<file path="src/rtl/fpdiv_pkg.sv">
// Shared types and constants for the binary32 divider back end.
package fpdiv_pkg;

  // Operand class produced by the mantissa divide step.
  typedef enum logic [2:0] {
    FP_NORM = 3'd0,
    FP_ZERO = 3'd1,
    FP_INF  = 3'd2,
    FP_NAN  = 3'd3,
    FP_DZ   = 3'd4
  } fp_class_e;

  // Bit positions inside the 5-bit exception flag vector {NV, DZ, OF, UF, NX}.
  localparam int FLAG_NV = 4;
  localparam int FLAG_DZ = 3;
  localparam int FLAG_OF = 2;
  localparam int FLAG_UF = 1;
  localparam int FLAG_NX = 0;

  localparam int          BIAS    = 127;
  localparam int          EXP_MAX = 2 * BIAS + 1;
  localparam logic [31:0] QNAN    = 32'h7FC0_0000;

  // Unused encodings (5-7) collapse onto the invalid class.
  function automatic fp_class_e decode_class(input logic [2:0] raw);
    case (raw)
      3'd0:    return FP_NORM;
      3'd1:    return FP_ZERO;
      3'd2:    return FP_INF;
      3'd3:    return FP_NAN;
      3'd4:    return FP_DZ;
      default: return FP_NAN;
    endcase
  endfunction

endpackage

</file>
<file path="src/rtl/fpdiv_rne_round.sv">
// Round-to-nearest-even on a 24-bit significand with guard and sticky bits.
module fpdiv_rne_round (
  input  logic [23:0] mant,
  input  logic        guard,
  input  logic        sticky,
  output logic [23:0] mant_rnd,
  output logic        carry,
  output logic        inexact
);

  logic        inc;
  logic [24:0] sum;

  // Round up above the halfway point, or exactly at it when the lsb is odd.
  assign inc      = guard & (sticky | mant[0]);
  assign sum      = {1'b0, mant} + {24'b0, inc};
  assign carry    = sum[24];
  // A carry out means 1.111..1 rounded to 10.000..0; renormalise to 1.0.
  assign mant_rnd = carry ? 24'h80_0000 : sum[23:0];
  assign inexact  = guard | sticky;

endmodule

</file>
<file path="src/rtl/fpdiv_round_pack.sv">
// Divider back end: normalise (stage 1), round and pack (stage 2).
module fpdiv_round_pack
  import fpdiv_pkg::*;
#(
  parameter int QW    = 27,
  parameter int EXP_W = 10
) (
  input  logic             clk,
  input  logic             rst_n,
  input  logic             in_valid,
  output logic             in_ready,
  input  logic             in_sign,
  input  logic [EXP_W-1:0] in_exp,
  input  logic [QW-1:0]    in_quot,
  input  logic             in_sticky,
  input  logic [2:0]       in_class,
  output logic             out_valid,
  input  logic             out_ready,
  output logic [31:0]      out_result,
  output logic [4:0]       out_flags
);

  localparam logic signed [EXP_W-1:0] EXP_ONE  = EXP_W'(1);
  localparam logic signed [EXP_W-1:0] EXP_ZERO = '0;
  localparam logic signed [EXP_W-1:0] EXP_TOP  = EXP_W'(EXP_MAX);

  // Stage 1 state
  logic                    s1_valid;
  logic                    s1_sign;
  logic signed [EXP_W-1:0] s1_exp;
  logic [23:0]             s1_mant;
  logic                    s1_guard;
  logic                    s1_sticky;
  fp_class_e               s1_class;

  logic s1_adv;

  // Stage 2 is the output register itself, so its valid is out_valid.
  assign s1_adv   = !out_valid || out_ready;
  assign in_ready = !s1_valid || s1_adv;

  // One zero appended below the lsb so the shifted path still has a
  // (possibly empty) sticky field when QW is at its minimum of 26.
  logic [QW:0]             quot_ext;
  logic signed [EXP_W-1:0] exp_in_s;
  logic [23:0]             norm_mant;
  logic                    norm_guard;
  logic                    norm_sticky;
  logic signed [EXP_W-1:0] norm_exp;

  assign quot_ext = {in_quot, 1'b0};
  assign exp_in_s = in_exp;

  // Normalise: quotients below 1.0 shift left by one and borrow from the exponent.
  always_comb begin
    norm_mant   = quot_ext[QW:QW-23];
    norm_guard  = quot_ext[QW-24];
    norm_sticky = (|quot_ext[QW-25:0]) | in_sticky;
    norm_exp    = exp_in_s;
    if (!quot_ext[QW]) begin
      norm_mant   = quot_ext[QW-1:QW-24];
      norm_guard  = quot_ext[QW-25];
      norm_sticky = (|quot_ext[QW-26:0]) | in_sticky;
      norm_exp    = exp_in_s - EXP_ONE;
    end
  end

  // Stage 1 register: capture the normalised operand when the stage can move.
  always_ff @(posedge clk or negedge rst_n) begin
    if (!rst_n) begin
      s1_valid  <= 1'b0;
      s1_sign   <= 1'b0;
      s1_exp    <= '0;
      s1_mant   <= '0;
      s1_guard  <= 1'b0;
      s1_sticky <= 1'b0;
      s1_class  <= FP_NORM;
    end else if (in_ready) begin
      s1_valid <= in_valid;
      if (in_valid) begin
        s1_sign   <= in_sign;
        s1_exp    <= norm_exp;
        s1_mant   <= norm_mant;
        s1_guard  <= norm_guard;
        s1_sticky <= norm_sticky;
        s1_class  <= decode_class(in_class);
      end
    end
  end

  logic [23:0]             rnd_mant;
  logic                    rnd_carry;
  logic                    rnd_inexact;
  logic signed [EXP_W-1:0] exp_rnd;

  fpdiv_rne_round u_rne (
    .mant     (s1_mant),
    .guard    (s1_guard),
    .sticky   (s1_sticky),
    .mant_rnd (rnd_mant),
    .carry    (rnd_carry),
    .inexact  (rnd_inexact)
  );

  assign exp_rnd = s1_exp + (rnd_carry ? EXP_ONE : EXP_ZERO);

  logic [31:0] result_next;
  logic [4:0]  flags_next;

  // Pack: special classes bypass rounding, normals get range checks.
  always_comb begin
    result_next = '0;
    flags_next  = '0;
    case (s1_class)
      FP_ZERO: begin
        result_next = {s1_sign, 31'b0};
      end
      FP_INF: begin
        result_next = {s1_sign, 8'hFF, 23'b0};
      end
      FP_DZ: begin
        result_next         = {s1_sign, 8'hFF, 23'b0};
        flags_next[FLAG_DZ] = 1'b1;
      end
      FP_NORM: begin
        if (!rnd_mant[23]) begin
          // No hidden bit means the upstream quotient was unnormalised;
          // there is no meaningful value to pack, so report invalid.
          result_next         = QNAN;
          flags_next[FLAG_NV] = 1'b1;
        end else if (exp_rnd >= EXP_TOP) begin
          result_next         = {s1_sign, 8'hFF, 23'b0};
          flags_next[FLAG_OF] = 1'b1;
          flags_next[FLAG_NX] = 1'b1;
        end else if (exp_rnd <= EXP_ZERO) begin
          // Subnormals are not produced; tiny results flush to signed zero.
          result_next         = {s1_sign, 31'b0};
          flags_next[FLAG_UF] = 1'b1;
          flags_next[FLAG_NX] = 1'b1;
        end else begin
          result_next         = {s1_sign, exp_rnd[7:0], rnd_mant[22:0]};
          flags_next[FLAG_NX] = rnd_inexact;
        end
      end
      default: begin
        result_next         = QNAN;
        flags_next[FLAG_NV] = 1'b1;
      end
    endcase
  end

  // Stage 2 register: outputs hold while the consumer stalls.
  always_ff @(posedge clk or negedge rst_n) begin
    if (!rst_n) begin
      out_valid  <= 1'b0;
      out_result <= '0;
      out_flags  <= '0;
    end else if (s1_adv) begin
      out_valid <= s1_valid;
      if (s1_valid) begin
        out_result <= result_next;
        out_flags  <= flags_next;
      end
    end
  end

endmodule
</file>
<file path="config.mk">
export PLATFORM = sky130hd
export DESIGN_NAME = fpdiv_round_pack
export DESIGN_NICKNAME = d
export VERILOG_FILES = /design/src/rtl/fpdiv_pkg.sv /design/src/rtl/fpdiv_rne_round.sv /design/src/rtl/fpdiv_round_pack.sv
export SDC_FILE = /design/constraint.sdc
export NUM_CORES = 1
export LEC_CHECK = 0
export CAP_MARGIN = 20
export CORE_ASPECT_RATIO = 1.2
export CORE_MARGIN = 3
export CORE_UTILIZATION = 35
export DETAILED_ROUTE_END_ITERATION = 10
export HOLD_SLACK_MARGIN = 0.02
export PLACE_DENSITY = 0.56
export SLEW_MARGIN = 20
export SYNTH_ARGS = -nofsm -noshare
export SYNTH_HDL_FRONTEND = slang
export SYNTH_SLANG_ARGS = --single-unit
</file>
<file path="constraint.sdc">
create_clock -name clk -period 3.9 [get_ports clk]
set_clock_uncertainty 0.1 [all_clocks]
set_input_delay 0.39 -clock clk [delete_from_list [all_inputs] [get_ports clk]]
set_output_delay 0.39 -clock clk [all_outputs]
set_load 0.05 [all_outputs]
</file>
==> reports/metrics.csv, run 1 <==
stage,metric,value,unit
outcome,outcome,"finished, violations left",
outcome,violations,negative hold slack,
sta,hold_viol_final,17,
grt,overflow,0,
clocking,clock_path_buffers,2,
cells_and_area,fillCellCount,1185,
sta,worst_slew_pin_slew,830.6,ps
worst_setup_path,worst_ep_required_time,4010,ps
drt,drt_first_pass_iters,4,
synthesis,yosysSeqAreaShare,45.19,%
power_and_ir_drop,switching_power,849.6,µW
placed_design,dp.cells,696,
worst_setup_path,r2r_slack,310,ps
placed_design,place_area,5375,µm²
drt,drc,0,
worst_setup_path,critPathSlowestCell,o41a_1,
sta,fin_crit_sh,92.02,%
drt,ant_nets,0,
power_and_ir_drop,peakVddDrop,203.0,µV
clocking,htreeDepth,3,
clocking,path_clk_slew,60,ps
power_and_ir_drop,netSwitchingFraction,32.28,%
power_and_ir_drop,p_comb_share,25.1,%
worst_setup_path,cp_slowest_stage_delay,430,ps
run,maxCapViolCount,0,
sta,relSlewSlack,44.43,%
power_and_ir_drop,seqPwrFrac,40.2,%
grt,grt_pass1_wl,17510,µm
synthesis,yosys-top-cells-area,"dfrtp_1 45%, nand2_1 7.4%, o21ai_0 6.9%, mux2i_1 5.5%, xor2_1 4.2%",
drt,avgRoutedWirePerCell,14.72,µm
worst_setup_path,r2r_start,s1_sticky,
placed_design,place_ws,245.2,ps
placed_design,io_buffers,84,
grt,track_usage,15.81,%
sta,rsz0062_at_grt,false,
drt,via_per_inst,4.966,
synthesis,syn_nets,519,
grt,antenna_found_initial,1,
clocking,clock_sinks,79,
grt,grt_pass1_vias,3614,
synthesis,yosysTopAreaCellShare,45.19,%
sta,setup_viol,0,
clocking,clockRootBuffer,clkbuf_16,
clocking,insertion_delay,340,ps
floorplan,die_area,13880,µm²
cells_and_area,final_cell_mix,"85 x nand2_1, 82 x clkdlybuf4s50_1, 79 x dfrtp_1, 60 x o21ai_0, 24 x mux2i_1",
worst_setup_path,rr_endpoint,out_result[2],
floorplan,num_io_pins,85,
power_and_ir_drop,p_per_area,459.6,nW/µm²
synthesis,avgSynthCellArea,9.347,µm²
clocking,cts_tree,done,
synthesis,syn_inst,468,
drt,routed_wl,10500,µm
floorplan,initial_core_util,35.95,%
worst_setup_path,endpoint_kind,flop,
synthesis,synth_seq_cells,79,
cells_and_area,final_common_cell,nand2_1,
synthesis,synth_enable_flop_cells,0,
sta,maxSlewViolCount,0,
power_and_ir_drop,leakagePower,2.332,nW
synthesis,synth-main-ff-cell,dfrtp_1,
floorplan,rows,44,
sta,finalCriticalPeriod,3589,ps
clocking,hold_buffers,0,
floorplan,core,12170,µm²
cells_and_area,post-route-util,47.08,%
drt,dr_total_vias,3541,
cells_and_area,layoutNonFillerInstCount,713,
cells_and_area,fin_area,5728,µm²
worst_setup_path,reg2reg_depth,15,
placed_design,place.gp.congestion,0.7757,
cells_and_area,drive_gt1_share,11.78,%
cells_and_area,nNetsFinal,598,
placed_design,dp.final_hpwl,7726,µm
synthesis,yosysWarnings,0,
min_path,hp-class,in -> async,
power_and_ir_drop,p_int,1.783,mW
sta,worst_hold_slack,-14.02,ps
clocking,numCtsBuffers,9,
worst_setup_path,cp_common_cell,ha_1,
cells_and_area,diodes,0,
synthesis,synthArstFlopShare,100.0,%
worst_setup_path,worst_setup_path_start_kind,flop,
worst_setup_path,crit_chain,o21a_1 -> ha_1 -> ha_1 -> inv_1 -> nor4_2 -> and3_1 -> ha_1 -> ha_2 -> nand4_1 -> xor2_1 -> a31oi_1 -> o41a_1 -> nand3_2 -> buf_12 -> o21ai_0,
power_and_ir_drop,clockPowerShare,34.7,%
cells_and_area,syn2layout_area_growth,30.95,%
worst_setup_path,cp_max_fo,22,
sta,setup_tns,0,ps
sta,max_freq,278.6,MHz
synthesis,synth.largest_area_cell,dfrtp_1,
worst_setup_path,crit_arrival,3700,ps
synthesis,syn_area,4374,µm²
floorplan,die_h,128.5,µm
grt,grt_max_degree,80,
sta,worst_slack,311.1,ps
worst_setup_path,critPathKind,reg -> reg,
floorplan,dieWidth,108.1,µm
drt,drtIter0Drc,101,
synthesis,yosys.cell_types.count,53,
## power by group through the flow
stage | combinational (mW) | clock [mW] | sequential, mW
CTS | 0.667 | 0.930 | 1.06
floorplan | 0.279 | 0 | 1.19
global placement | 0.661 | 0 | 1.07
finish | 0.662 | 0.914 | 1.06
global route | 0.721 | 0.963 | 1.08
detailed placement | 0.664 | 0 | 1.07
## worst max-delay path by stage
stage               startpoint              to  slack (ps)  depth (start not counted)
global route         s1_sticky    out_flags[0]          10                         15
CTS                  s1_sticky   out_result[2]         220                         15
finish               s1_sticky   out_result[2]         310                         15
floorplan            s1_sticky  out_result[11]         250                         16
detailed placement   s1_sticky   out_result[2]         250                         15
global placement     s1_sticky   out_result[2]         360                         15
## worst max-delay path: cells and delay by family, from the launching register on
family | cells | cell delay [ps]
buf+inv | 2 | 270
simple gates | 4 | 810
fa+ha+maj | 4 | 960
flops | 1 | 370
xor+xnor | 1 | 180
compound gates | 4 | 780
## stage by stage
stage	hold slack, ps	total power [mW]
after global placement	362.3	1.727
after global routing	50.70	2.761
after detailed placement	368.9	1.734
after CTS	171.5	2.653
after floorplan	-5.591	1.474
final	-14.02	2.632
## cell usage after synthesis, drive strengths merged, types with 2 or more instances
| cell | count |
|---|---|
| a211oi | 2 |
| a21oi | 11 |
| a31oi | 5 |
| a41oi | 2 |
| and2 | 2 |
| and3 | 6 |
| buf | 6 |
| clkbuf | 19 |
| dfrtp | 79 |
| ha | 5 |
| inv | 7 |
| mux2i | 24 |
| nand2 | 86 |
| nand2b | 9 |
| nand3 | 15 |
| nand4 | 11 |
| nor2 | 20 |
| nor2b | 2 |
| nor3 | 5 |
| nor4 | 8 |
| o21a | 2 |
| o21ai | 80 |
| or2 | 3 |
| or4 | 3 |
| xnor2 | 19 |
| xor2 | 21 |
## repair_timing
| action | in CTS | in global routing |
|---|---|---|
| buffers inserted | 0 | 1 |
| resized for setup | 0 | 3 |
| hold endpoints to repair | 0 | 0 |
| endpoints found under the setup margin | 0 | 22 |
## flip-flops by register name, indices dropped and copies added, names as in the netlist
register,count
out_result,32
s1_mant,24
s1_exp,10
out_flags,5
s1_class,3
out_valid,1
s1_guard,1
s1_sign,1
s1_sticky,1
s1_valid,1
## routing by layer
metal	part of all wire (%)	global-route usage, %	wire length (µm)
met1	44	19.69	4599
met2	50	26.72	5215
met3	4.7	3.964	495
met4	1.7	5.423	174
met5	0.12	0	13
## area by class of cell
| cell class | count | area, µm² | area share, % |
|---|---|---|---|
| inverter | 7 | 26.28 | 0.4587 |
| timing repair buffer | 93 | 917.1 | 16.01 |
| sequential | 79 | 1977 | 34.51 |
| clock inverter | 3 | 65.06 | 1.136 |
| multi-input combinational | 357 | 2281 | 39.82 |
| clock buffer | 13 | 260.3 | 4.543 |
| tap | 161 | 201.4 | 3.517 |
## cell families after synthesis
| family | after synthesis | share of synthesized area, % |
|---|---|---|
| and+or+nand+nor | 175 | 20.45 |
| AOI/OAI and AO/OA | 111 | 15.85 |
| adders and majority gates | 6 | 1.659 |
| buffers and inverters | 32 | 3.089 |
| DFF | 79 | 45.19 |
| muxes | 25 | 5.749 |
| xor gates and xnor gates | 40 | 8.009 |
(Power assumes the default switching activity.)
==> run 2: changes to the inputs <==
--- a/config.mk
+++ b/config.mk
@@ -11,7 +11,7 @@
 export CORE_UTILIZATION = 35
 export DETAILED_ROUTE_END_ITERATION = 10
 export HOLD_SLACK_MARGIN = 0.02
-export PLACE_DENSITY = 0.56
+export PLACE_DENSITY = 0.54
 export SLEW_MARGIN = 20
 export SYNTH_ARGS = -nofsm -noshare
 export SYNTH_HDL_FRONTEND = slang
==> constraint.sdc (replaced) <==
create_clock -name clk -period 4.4 [get_ports clk]
set_clock_uncertainty 0.1 [all_clocks]
set_input_delay 0.44 -clock clk [delete_from_list [all_inputs] [get_ports clk]]
set_output_delay 0.44 -clock clk [all_outputs]
set_load 0.05 [all_outputs]
==> reports/metrics.csv, run 2 (synthesis gave the netlist of run 1 again) <==
stage,metric,value,unit,change
floorplan,num_io_pins,85,,unchanged
worst_setup_path,endpoint_kind,flop,,unchanged
worst_setup_path,crit_arrival,4060,ps,was 3700 ps
power_and_ir_drop,leakagePower,2.301,nW,was 2.332 nW
floorplan,initial_core_util,35.95,%,unchanged
cells_and_area,fillCellCount,1176,,was 1185
grt,track_usage,16.44,%,was 15.81%
clocking,htreeDepth,3,,unchanged
power_and_ir_drop,peakVddDrop,168.6,µV,was 203.0 µV
cells_and_area,syn2layout_area_growth,29.61,%,was 30.95%
outcome,outcome,completed,,"was finished, violations left"
worst_setup_path,worst_ep_required_time,4500,ps,was 4010 ps
floorplan,die_h,128.5,µm,unchanged
cells_and_area,nNetsFinal,594,,was 598
grt,grt_max_degree,80,,unchanged
clocking,cts_tree,done,,unchanged
power_and_ir_drop,p_per_area,402.7,nW/µm²,was 459.6 nW/µm²
cells_and_area,final_common_cell,nand2_1,,unchanged
clocking,clock_path_buffers,2,,unchanged
cells_and_area,final_cell_mix,"85 x nand2_1, 82 x clkdlybuf4s50_1, 79 x dfrtp_1, 60 x o21ai_0, 24 x mux2i_1",,unchanged
cells_and_area,reg.largest.list,"out_result (32), s1_mant (24), s1_exp (10)",,unchanged
worst_setup_path,r2r_start,s1_sticky,,unchanged
drt,ant_nets,0,,unchanged
sta,setup_tns,0,ps,unchanged
worst_setup_path,critPathKind,reg -> reg,,unchanged
worst_setup_path,cp_max_fo,22,,unchanged
cells_and_area,multi_input_comb_area,2280,µm²,was 2281 µm²
sta,setup_viol,0,,unchanged
drt,drt_first_pass_iters,4,,unchanged
cells_and_area,drive_gt1_share,11.13,%,was 11.78%
clocking,insertion_delay,330,ps,was 340 ps
placed_design,dp.final_hpwl,7923,µm,was 7726 µm
grt,overflow,0,,unchanged
sta,worst_slew_pin_slew,893.7,ps,was 830.6 ps
cells_and_area,largest_reg_flops,32,,unchanged
placed_design,io_buffers,84,,unchanged
drt,via_per_inst,4.963,,was 4.966
clocking,post_cts_buffers,0,,unchanged
clocking,path_clk_slew,60,ps,about the same
drt,dr_total_vias,3519,,was 3541
sta,hold_viol_final,0,,was 17
sta,maxSlewViolCount,0,,unchanged
sta,worst_hold_slack,41.98,ps,was -14.02 ps
placed_design,place.gp.congestion,0.8058,,was 0.7757
sta,rsz0062_at_grt,false,,unchanged
grt,antenna_found_initial,0,,was 1
sta,fin_crit_sh,89.87,%,was 92.02%
run,maxCapViolCount,0,,unchanged
cells_and_area,diodes,0,,unchanged
clocking,hold_buffers,0,,unchanged
clocking,clock_sinks,79,,unchanged
floorplan,dieWidth,108.1,µm,unchanged
clocking,numCtsBuffers,9,,unchanged
floorplan,core,12170,µm²,unchanged
sta,max_freq,252.9,MHz,was 278.6 MHz
drt,routed_wl,10770,µm,was 10500 µm
placed_design,place_ws,448.0,ps,was 245.2 ps
grt,grt_pass1_wl,17730,µm,was 17510 µm
cells_and_area,top_register,out_result,,unchanged
worst_setup_path,r2r_slack,450,ps,was 310 ps
sta,finalCriticalPeriod,3954,ps,was 3589 ps
drt,drtIter0Drc,135,,was 101
clocking,cts_resized,0,,unchanged
worst_setup_path,rr_endpoint,out_result[2],,unchanged
sta,relSlewSlack,40.42,%,was 44.43%
cells_and_area,regArea,1977,µm²,unchanged
min_path,hp-class,in -> async,,unchanged
drt,drc,0,,unchanged
sta,worst_slack,445.7,ps,was 311.1 ps
worst_setup_path,reg2reg_depth,15,,unchanged
grt,grt_pass1_vias,3464,,was 3614
worst_setup_path,worst_setup_path_start_kind,flop,,unchanged
floorplan,rows,44,,unchanged
drt,avgRoutedWirePerCell,15.20,µm,was 14.72 µm
clocking,clockRootBuffer,clkbuf_16,,unchanged
floorplan,die_area,13880,µm²,unchanged
run 2: cell count changes in the layout (fill, tap and decap cells not counted), sizes merged:
cell | before | now
buf | 10 | 7
clkinv | 1 | 2
bufinv | 2 | 1
clkbuf | 14 | 13
run 2: worst max-delay path by stage:
stage / from / end / slack [ps] / depth (start not counted)
2_1_floorplan: s1_sticky / out_result[11] / 750 / 16
3_3_place_gp: s1_sticky / out_result[2] / 540 / 15
3_5_place_dp: s1_guard / out_result[2] / 450 / 15
4_1_cts: s1_guard / out_result[2] / 410 / 15
5_1_grt: s1_guard / out_result[2] / 60 / 15
6_report: s1_sticky / out_result[2] / 450 / 15
run 2: metrics by stage:
stage / power [mW] / instances / util [%] / cell area [µm²]
final: 2.283 / 709 / 46.60 / 5669
after floorplan: 1.306 / 468 / - / 4374
after CTS: 2.314 / 709 / 46.44 / 5650
after global placement: 1.530 / 693 / 43.89 / 5340
after global routing: 2.409 / 709 / 46.60 / 5669
after detailed placement: 1.537 / 693 / 43.89 / 5340
run 2: report_power, final:
group	switching, mW	internal (mW)
logic	0.355	0.224
registers	0.116	0.823
clock network	0.280	0.484
run 2: metal layers:
layer | global-route usage, % | vias up | share of wire, %
li1 | - | 1792 | -
met1 | 21.02 | 1631 | 43
met2 | 27.23 | 80 | 50
met3 | 3.462 | 16 | 4.8
met4 | 6.464 | 0 | 1.7
met5 | 0 | - | 0
run 2: worst max-delay path: stages, from the launching register on:
cell and delay, ps:
dfrtp_1 370, o21a_1 140, ha_1 200, ha_1 270, inv_1 80, nor4_1 350, and3_1 270, ha_1 270
ha_1 330, nand4_1 160, xor2_1 160, a31oi_1 90, o41a_1 430, nand3_2 90, buf_4 340, o21ai_0 150
run 2: cell type report:
| cell class | count | share of cell area [%] |
|---|---|---|
| inverters | 7 | 0.4635 |
| multi-input cells | 357 | 40.21 |
| clock inverters | 3 | 0.7062 |
| well taps | 161 | 3.553 |
| clock buffers | 13 | 4.767 |
| repair buffers | 89 | 15.43 |
| flip-flops and latches | 79 | 34.87 |
